File: src/rtl/mul_wb_if.sv
// Handshake bundle between the multiplier writeback stage and its neighbours:
// producer side (in_*), register-file write port (wb_*) and exception reporting (exc_*).
interface mul_wb_if #(
    parameter int N  = 16,
    parameter int AW = 3
);
    logic          in_valid;
    logic          in_ready;
    logic [AW-1:0] in_rd_addr;
    logic [N-1:0]  in_result;
    logic [N-1:0]  in_co;
    logic          wb_valid;
    logic          wb_ready;
    logic [AW-1:0] wb_addr;
    logic [N-1:0]  wb_data;
    logic          exc_flag;
    logic [AW-1:0] exc_addr;
    logic          exc_clr;
    logic [7:0]    exc_count;

    // Environment view: drives results in, accepts writebacks, clears exceptions
    modport master (
        output in_valid, in_rd_addr, in_result, in_co, wb_ready, exc_clr,
        input  in_ready, wb_valid, wb_addr, wb_data, exc_flag, exc_addr, exc_count
    );

    // Writeback stage view
    modport slave (
        input  in_valid, in_rd_addr, in_result, in_co, wb_ready, exc_clr,
        output in_ready, wb_valid, wb_addr, wb_data, exc_flag, exc_addr, exc_count
    );
endinterface

File: src/rtl/mul_wb.sv
// Multiplier writeback stage: 2-entry in-order queue toward the register file,
// with overflow results diverted into a sticky exception flag and saturating count.
module mul_wb #(
    parameter int N  = 16,
    parameter int AW = 3
) (
    input  logic        clk,
    input  logic        rst_n,
    mul_wb_if.slave     bus
);
    typedef enum logic [1:0] {
        EMPTY = 2'd0,
        ONE   = 2'd1,
        FULL  = 2'd2
    } state_t;

    state_t        state_q, state_d;
    logic          head_q, head_d;
    logic          tail_q, tail_d;
    logic [AW-1:0] addr_mem_q [2];
    logic [N-1:0]  data_mem_q [2];
    logic          exc_flag_q, exc_flag_d;
    logic [AW-1:0] exc_addr_q, exc_addr_d;
    logic [7:0]    exc_count_q, exc_count_d;

    logic in_ready;
    logic wb_valid;
    logic accept;
    logic push;
    logic ovf;
    logic pop;

    // Ready depends only on registered occupancy so no in->out combinational path exists
    assign in_ready = (state_q != FULL);
    assign wb_valid = (state_q != EMPTY);
    assign accept   = bus.in_valid && in_ready;
    assign ovf      = accept && (bus.in_co != '0);
    assign push     = accept && (bus.in_co == '0);
    assign pop      = wb_valid && bus.wb_ready;

    assign bus.in_ready  = in_ready;
    assign bus.wb_valid  = wb_valid;
    assign bus.wb_addr   = wb_valid ? addr_mem_q[head_q] : '0;
    assign bus.wb_data   = wb_valid ? data_mem_q[head_q] : '0;
    assign bus.exc_flag  = exc_flag_q;
    assign bus.exc_addr  = exc_addr_q;
    assign bus.exc_count = exc_count_q;

    always_ff @(posedge clk or negedge rst_n) begin
        if (!rst_n) begin
            state_q     <= EMPTY;
            head_q      <= 1'b0;
            tail_q      <= 1'b0;
            exc_flag_q  <= 1'b0;
            exc_addr_q  <= '0;
            exc_count_q <= '0;
        end else begin
            state_q     <= state_d;
            head_q      <= head_d;
            tail_q      <= tail_d;
            exc_flag_q  <= exc_flag_d;
            exc_addr_q  <= exc_addr_d;
            exc_count_q <= exc_count_d;
        end
    end

    always_comb begin
        state_d     = state_q;
        head_d      = pop  ? ~head_q : head_q;
        tail_d      = push ? ~tail_q : tail_q;
        exc_flag_d  = exc_flag_q;
        exc_addr_d  = exc_addr_q;
        exc_count_d = exc_count_q;

        unique case (state_q)
            EMPTY: if (push) state_d = ONE;
            ONE: begin
                if (push && !pop)      state_d = FULL;
                else if (pop && !push) state_d = EMPTY;
            end
            FULL:  if (pop) state_d = ONE;
            default: state_d = EMPTY;
        endcase

        // A new overflow beats a same-cycle clear and re-captures the address
        if (ovf) begin
            exc_flag_d = 1'b1;
            if (!exc_flag_q || bus.exc_clr) exc_addr_d = bus.in_rd_addr;
            if (exc_count_q != 8'hFF) exc_count_d = exc_count_q + 8'd1;
        end else if (bus.exc_clr) begin
            exc_flag_d = 1'b0;
        end
    end

    for (genvar gi = 0; gi < 2; gi++) begin : g_entry
        always_ff @(posedge clk or negedge rst_n) begin
            if (!rst_n) begin
                addr_mem_q[gi] <= '0;
                data_mem_q[gi] <= '0;
            end else if (push && (tail_q == 1'(gi))) begin
                addr_mem_q[gi] <= bus.in_rd_addr;
                data_mem_q[gi] <= bus.in_result;
            end
        end
    end
endmodule

File: src/flat_wrapper.sv
// flat-port wrapper written by rule: the top's interface ports become plain ports
module mul_wb_flat 
#(
    parameter int N  = 16,
    parameter int AW = 3
)
  (clk, rst_n, bus_in_valid, bus_in_rd_addr, bus_in_result, bus_in_co, bus_wb_ready, bus_exc_clr, bus_in_ready, bus_wb_valid, bus_wb_addr, bus_wb_data, bus_exc_flag, bus_exc_addr, bus_exc_count);
  mul_wb_if #(.N(N), .AW(AW)) bus_i ();
  input  logic clk;
  input  logic rst_n;
  input wire logic [$bits(bus_i.in_valid)-1:0] bus_in_valid;
  input wire logic [$bits(bus_i.in_rd_addr)-1:0] bus_in_rd_addr;
  input wire logic [$bits(bus_i.in_result)-1:0] bus_in_result;
  input wire logic [$bits(bus_i.in_co)-1:0] bus_in_co;
  input wire logic [$bits(bus_i.wb_ready)-1:0] bus_wb_ready;
  input wire logic [$bits(bus_i.exc_clr)-1:0] bus_exc_clr;
  output wire logic [$bits(bus_i.in_ready)-1:0] bus_in_ready;
  output wire logic [$bits(bus_i.wb_valid)-1:0] bus_wb_valid;
  output wire logic [$bits(bus_i.wb_addr)-1:0] bus_wb_addr;
  output wire logic [$bits(bus_i.wb_data)-1:0] bus_wb_data;
  output wire logic [$bits(bus_i.exc_flag)-1:0] bus_exc_flag;
  output wire logic [$bits(bus_i.exc_addr)-1:0] bus_exc_addr;
  output wire logic [$bits(bus_i.exc_count)-1:0] bus_exc_count;
  assign bus_i.in_valid = bus_in_valid;
  assign bus_i.in_rd_addr = bus_in_rd_addr;
  assign bus_i.in_result = bus_in_result;
  assign bus_i.in_co = bus_in_co;
  assign bus_i.wb_ready = bus_wb_ready;
  assign bus_i.exc_clr = bus_exc_clr;
  assign bus_in_ready = bus_i.in_ready;
  assign bus_wb_valid = bus_i.wb_valid;
  assign bus_wb_addr = bus_i.wb_addr;
  assign bus_wb_data = bus_i.wb_data;
  assign bus_exc_flag = bus_i.exc_flag;
  assign bus_exc_addr = bus_i.exc_addr;
  assign bus_exc_count = bus_i.exc_count;
  mul_wb #(.N(N), .AW(AW)) u_core (.clk(clk), .rst_n(rst_n), .bus(bus_i));
endmodule
File: config.mk
export PLATFORM = sky130hd
export DESIGN_NAME = mul_wb_flat
export DESIGN_NICKNAME = d
export VERILOG_FILES = /design/src/rtl/mul_wb_if.sv /design/src/rtl/mul_wb.sv /design/src/flat_wrapper.sv
export SDC_FILE = /design/constraint.sdc
export NUM_CORES = 1
export LEC_CHECK = 0
export ABC_AREA = 0
export BUFFER_PORTS_ARGS = -buffer_cell sky130_fd_sc_hd__buf_2
export CAP_MARGIN = 20
export CORE_UTILIZATION = 23
export DETAILED_ROUTE_END_ITERATION = 16
export PLACE_DENSITY = 0.4
export SETUP_SLACK_MARGIN = 0.3
export SLEW_MARGIN = 25
export SYNTH_ARGS = -nofsm -noshare
export SYNTH_HDL_FRONTEND = slang
export SYNTH_SLANG_ARGS = --single-unit
File: constraint.sdc
create_clock -name clk -period 2.1 [get_ports clk]
set_input_delay 0.21 -clock clk [delete_from_list [all_inputs] [get_ports clk]]
set_output_delay 0.21 -clock clk [all_outputs]
set_load 0.005 [all_outputs]
# Word level (Yosys, flattened, before mapping)
# Cells that the tools add are included.
dict set report totals {
  register_bits 54
  in_bits 40
  output_inout_bits 33
  word_cells 57
}
dict set report classes {
  n_addsub 1
  magnitude_cmp 1
  eq_ne 7
  muxes 15
  bitwise_logic 3
  n_reduce_logical 20
}
# operator n
set ops {}
lappend ops {{$mux 16} 4}
lappend ops {{$logic_not 16->1} 1}
lappend ops {{$reduce_bool 16->1} 1}
lappend ops {{$mux 3} 4}
lappend ops {{$add 8x1->8 const B} 1}
lappend ops {{$logic_and 1x1->1} 8}
lappend ops {{$mux 2} 4}
lappend ops {{$ne 8x8->1 const B} 1}
lappend ops {{$pmux 2 s3} 1}
lappend ops {{$ne 2x1->1 const B} 2}
lappend ops {{$reduce_and 2->1} 2}
lappend ops {{$reduce_bool 2->1} 2}
lappend ops {{$logic_not 1->1} 3}
lappend ops {{$ne 3x1->1 const B} 1}
lappend ops {{$reduce_and 3->1} 1}
lappend ops {{$eq 2x1->1 const B} 1}
lappend ops {{$eq 2x2->1 const B} 1}
lappend ops {{$ge 2x2->1 const B} 1}
lappend ops {{$logic_not 2->1} 1}
lappend ops {{$mux 1} 2}
lappend ops {{$ne 2x2->1 const B} 1}
lappend ops {{$not 1->1} 2}
lappend ops {{$not 1->2} 1}
lappend ops {{$logic_or 1x1->1} 1}

# Logic depth before layout (Yosys ltp)
dict set report logic_depth {
  depth_word 8
  depth_mapped 8
  depth_no_buf 7
}

# Least setup slack after synthesis
# No wires, ideal clock.
dict set report synth_path {
  path_kind {register -> register}
  from {register u_core.state_q[0]}
  to {register u_core.state_q[0]}
  setup_time_ns 0.118
  arrival_time_ns 1.664
  required_ns 1.982
  setup_slack_ns 0.318
  path_stages_with_launch 9
  synth_period_minus_slack_ns 1.782
  path_cell_list {dfrtp_1 -> nand2b_2 -> nand2_1 -> buf_2 -> and2b_1 -> ha_1 -> nand2_1 -> o22ai_1 -> a21o_1}
}
dict set report synth_via {
  elab_chain_cells 7
  elab_cells_between_ends 18
  classes_between {eq/ne (6); mux (2); reduce/logical (10)}
}
# element line
set synth_lines {}
lappend synth_lines {{start: declaration} mul_wb.sv:17} ;# state_t state_q, state_d;
lappend synth_lines {{start signal: assignment} mul_wb.sv:58} ;# state_q <= state_d;
lappend synth_lines {{$ne 2x2->1 (*)} mul_wb.sv:34} ;# assign in_ready = (state_q != FULL);
lappend synth_lines {{named net bus_in_ready} flat_wrapper.sv:17} ;# output wire logic [$bits(bus_i.in_ready)-1:0] bus_in_ready;
lappend synth_lines {{$logic_and 1x1->1 (*)} mul_wb.sv:36} ;# assign accept = bus.in_valid && in_ready;
lappend synth_lines {{$logic_and 1x1->1 (*)} mul_wb.sv:38} ;# assign push = accept && (bus.in_co == '0);
lappend synth_lines {{named net u_core.push} mul_wb.sv:29} ;# logic push;
lappend synth_lines {{$logic_not 1->1} mul_wb.sv:79} ;# else if (pop && !push) state_d = EMPTY;
lappend synth_lines {{$logic_and 1x1->1} mul_wb.sv:79}
lappend synth_lines {{$ne 3x1->1 (no line)} --}
lappend synth_lines {{$reduce_and 3->1 (no line)} --}
# Mark *: on every way through the listed nets, which the timed path passes. The rest lies on a longest branch.
# A chain may end at the register's enable or synchronous reset.

# Final worst setup path
dict set report layout_path {
  from {register u_core.state_q[0]}
  to {register u_core.state_q[0]}
}
dict set report layout_via {
  elab_chain_cells 7
  elab_cells_between_ends 18
  classes_between {eq/ne (6); mux (2); reduce/logical (10)}
}
# element line
set layout_lines {}
lappend layout_lines {{$ne 2x2->1 (*)} mul_wb.sv:34}
lappend layout_lines {{$logic_and 1x1->1 (*)} mul_wb.sv:36}
lappend layout_lines {{$logic_and 1x1->1 (*)} mul_wb.sv:38}
lappend layout_lines {{named net u_core.push} mul_wb.sv:29}
lappend layout_lines {{$logic_not 1->1} mul_wb.sv:79}
lappend layout_lines {{$logic_and 1x1->1} mul_wb.sv:79}
lappend layout_lines {{$ne 3x1->1 (no line)} --}
lappend layout_lines {{$reduce_and 3->1 (no line)} --}
# Marked as above.

==> results.sh <==
export IMPL_fillCellCount=1152
export IMPL_wl_um=5660
export IMPL_p_int_mw=1.96
export IMPL_cp_num_buf_inv=0
export IMPL_setup_viol=0
export IMPL_first_pass_iters=3
export IMPL_numPortBuffers=72
export IMPL_core_area_um2=10900
export IMPL_n_antenna_cell=0
export IMPL_hpwl_um=3980
export IMPL_cts_buffer_depth=2
export IMPL_pwr_share_clk_pct=34.6
export IMPL_netlist_area_um2=2600
export IMPL_hold_viol_final=0
export IMPL_p_per_area_nw_per_um2=804
export IMPL_seqPwrFrac_pct=45.6
export IMPL_final_core_util_pct=30.6
export IMPL_fin_crit_ns=1.70
export IMPL_max_slew_margin_rel_pct=52.1
export IMPL_holdWs_ns=0.144
export IMPL_cts_made_buffers=5
export IMPL_critPathSlowestCell="dfrtp_1"
export IMPL_synth_area_per_cell_um2=13.4
export IMPL_synthXorXnorAreaFrac_pct=2.36
export IMPL_ir_drop_v=0.000482
export IMPL_syn_to_final_growth_pct=29.0
export IMPL_fmax_mhz=587
export IMPL_yosys_area_share_adder_pct=0.963
export IMPL_tritoncts="done"
export IMPL_total_power_mw=2.69
export IMPL_ant_nets=0
export IMPL_wl_per_cell_um=13.7
export IMPL_rsz0062_at_grt="no"
export IMPL_h_tree_depth=2
export IMPL_cp_start_kind="flip-flop"
export IMPL_crit_family="simple AND/OR/NAND/NOR gates"
export IMPL_synth_compound_area_share_pct=1.54
export IMPL_yosysWarnings=0
export IMPL_drtIter0Drc=41
export IMPL_finalCritPeriodShare_pct=81.1
export IMPL_path_cells="nand2b_2 > nand2_2 > and2b_1 > ha_1 > nand2_1 > o22ai_1 > a21o_1"
export IMPL_final_common_cell="buf_2"
export IMPL_arrival_ns=1.89
export IMPL_ys_seq_area_share_pct=52.0
export IMPL_route_detailed_drc=0
export IMPL_first_global_vias=1772
export IMPL_worst_slew_pin_slew_ns=0.719
export IMPL_comb_power_share_pct=19.9
export IMPL_antenna_found_initial=0
export IMPL_vias=1728
export IMPL_swShare_pct=27.4
export IMPL_fin_tns_setup_ns=0
export IMPL_p_sw_uw=738
export IMPL_required_ns=2.28
export IMPL_drv_slew=0
export IMPL_post_cts_setup_buffers=0
export IMPL_synth_area_mux_share_pct=29.3
export IMPL_synth_simple_area_share_pct=10.9
export IMPL_clk_latency_ns=0.29
export IMPL_hold_path_class="in -> reg"
export IMPL_via_per_inst=4.17
export IMPL_synth_top_family_by_area="multiplexers"
export IMPL_slowest_delay_ns=0.41
export IMPL_leakagePower_nw=1.71
export IMPL_start_util_pct=23.8
export IMPL_clk_pin_slew_worst_paths_ns=0.07
export IMPL_grt_pass1_wl_um=9170
export IMPL_synth_seq_cells=54
export IMPL_layout_drive_gt1_share_pct=50.7
export IMPL_track_usage_pct=10.5
export IMPL_synthDistinctLibCells=33
export IMPL_rows=38
export IMPL_die_y_um=108
export IMPL_cap_violations=0
export IMPL_fp_dieArea_um2=11700
export IMPL_fin_worst_skew_ns=0.00490
export IMPL_cts_root_buf="clkbuf_16"
export IMPL_crit_type="reg -> reg"
export IMPL_grt_max_degree=31
export IMPL_syn_nets=236
export IMPL_outcome="finished clean"
export IMPL_layout_common_cells="72 x buf_2, 54 x dfrtp_1, 24 x mux2_2"
export IMPL_syn_inst=194
export IMPL_place_gp_congestion=0.729
export IMPL_die_w_um=108
export IMPL_cts_sinks=54
export IMPL_pin_count=73
export IMPL_fin_nets=315
export IMPL_worst_path_max_fanout=5
export IMPL_crit_path_end_kind="flip-flop"
export IMPL_grt_remaining_overflow=0
## path summary, 6_finish.rpt
check	startpoint	to	slack, ns	cells past startpoint
max reg2reg	u_core.state_q[0]	u_core.state_q[0]	0.40	7
min reg2reg	u_core.bus.exc_addr[2]	u_core.bus.exc_addr[2]	0.50	1
max	u_core.state_q[0]	u_core.state_q[0]	0.40	7
min in group asynchronous	rst_n	u_core.data_mem_q[6]	0.50	2
min	bus_wb_ready	u_core.state_q[1]	0.14	2
max in group asynchronous	rst_n	u_core.bus.exc_count[5]	1.01	3
## synthesized netlist by cell type
cell type  instances  area, um2
o21bai_1           1       7.51
o2111ai_1          1       8.76
nor4_1             8       50.1
nor3_1             2       10.0
nand4_4            1       21.3
nor3_2             1       10.0
nand2b_2           1       8.76
dfrtp_1           54       1350
buf_12             1       20.0
and2b_1            1       7.51
o21ai_0            2       10.0
mux2_4            20        300
ha_1               2       25.0
nand4bb_1          1       11.3
nand2b_1           1       6.26
nor2b_1            1       6.26
xnor2_1            1       8.76
and4_2             1       10.0
o22ai_1            1       6.26
xor2_1             6       52.6
mux2_2            24        270
mux2i_1           19        190
nand2_1            6       22.5
nand3_1            1       5.00
buf_2              2       10.0
buf_6              2       22.5
nor2_1            22       82.6
clkbuf_1           4       15.0
nor3b_2            1       12.5
nor3b_1            1       7.51
a21o_1             1       7.51
inv_1              2       7.51
nand4_1            2       12.5
## power groups by stage
| stage | clock, mW | sequential [mW] | combinational [mW] |
|---|---|---|---|
| 2_1_floorplan | 0 | 1.23 | 0.309 |
| 3_3_place_gp | 0 | 1.25 | 0.547 |
| 3_5_place_dp | 0 | 1.24 | 0.547 |
| 4_1_cts | 0.980 | 1.23 | 0.549 |
| 5_1_grt | 1.02 | 1.24 | 0.600 |
| 6_report | 0.931 | 1.23 | 0.535 |
## registers in the layout, indices dropped and copies added, names as in the netlist
name and flops:
u_core.bus.exc_addr 3, u_core.addr_mem_q 6, u_core.data_mem_q 32, u_core.tail_q 1, u_core.bus.exc_flag 1, u_core.head_q 1, u_core.bus.exc_count 8, u_core.state_q 2
## logic make-up (layout without fill, tap and decap cells)
group,after synthesis,after routing
multiplexers,63,63
flip-flops,54,54
AO/OA/AOI/OAI,6,6
AND/OR/NAND/NOR,51,51
XOR/XNOR,7,7
buffers and inverters,11,91
adder cells (fa/ha/maj),2,2
## metrics by stage
stage / instance area, um2 / setup slack [ns] / instances
floorplan: 2600 / 0.318 / 194
global placement: 3160 / 0.288 / 405
detailed placement: 3160 / 0.231 / 405
CTS: 3340 / 0.306 / 414
global route: 3350 / 0.305 / 414
finish: 3350 / 0.397 / 414
## what timing repair did
item / in CTS / in global routing
resized for setup: 1 / 2
hold buffers: 1 / 0
hold endpoints to repair: 4 / 0
endpoints found under the setup margin: 1 / 6
## area by class of cell
| type | instances | area, um2 | area share [%] |
|---|---|---|---|
| flip-flops and latches | 54 | 1350 | 40.3 |
| inverters | 2 | 7.51 | 0.224 |
| clock inverters | 2 | 37.5 | 1.12 |
| well taps | 140 | 175 | 5.23 |
| repair buffers | 81 | 455 | 13.6 |
| multi-input cells | 129 | 1190 | 35.7 |
| clock buffers | 6 | 129 | 3.85 |
## routing by layer
| metal | wire length [um] | track usage (%) | up-vias |
|---|---|---|---|
| met5 | 0 | 0 | - |
| met4 | 45 | 2.61 | 0 |
| met3 | 354 | 3.19 | 5 |
| met2 | 2700 | 17.6 | 53 |
| met1 | 2560 | 13.2 | 821 |
| li1 | - | - | 849 |
(Power assumes the default switching activity.)
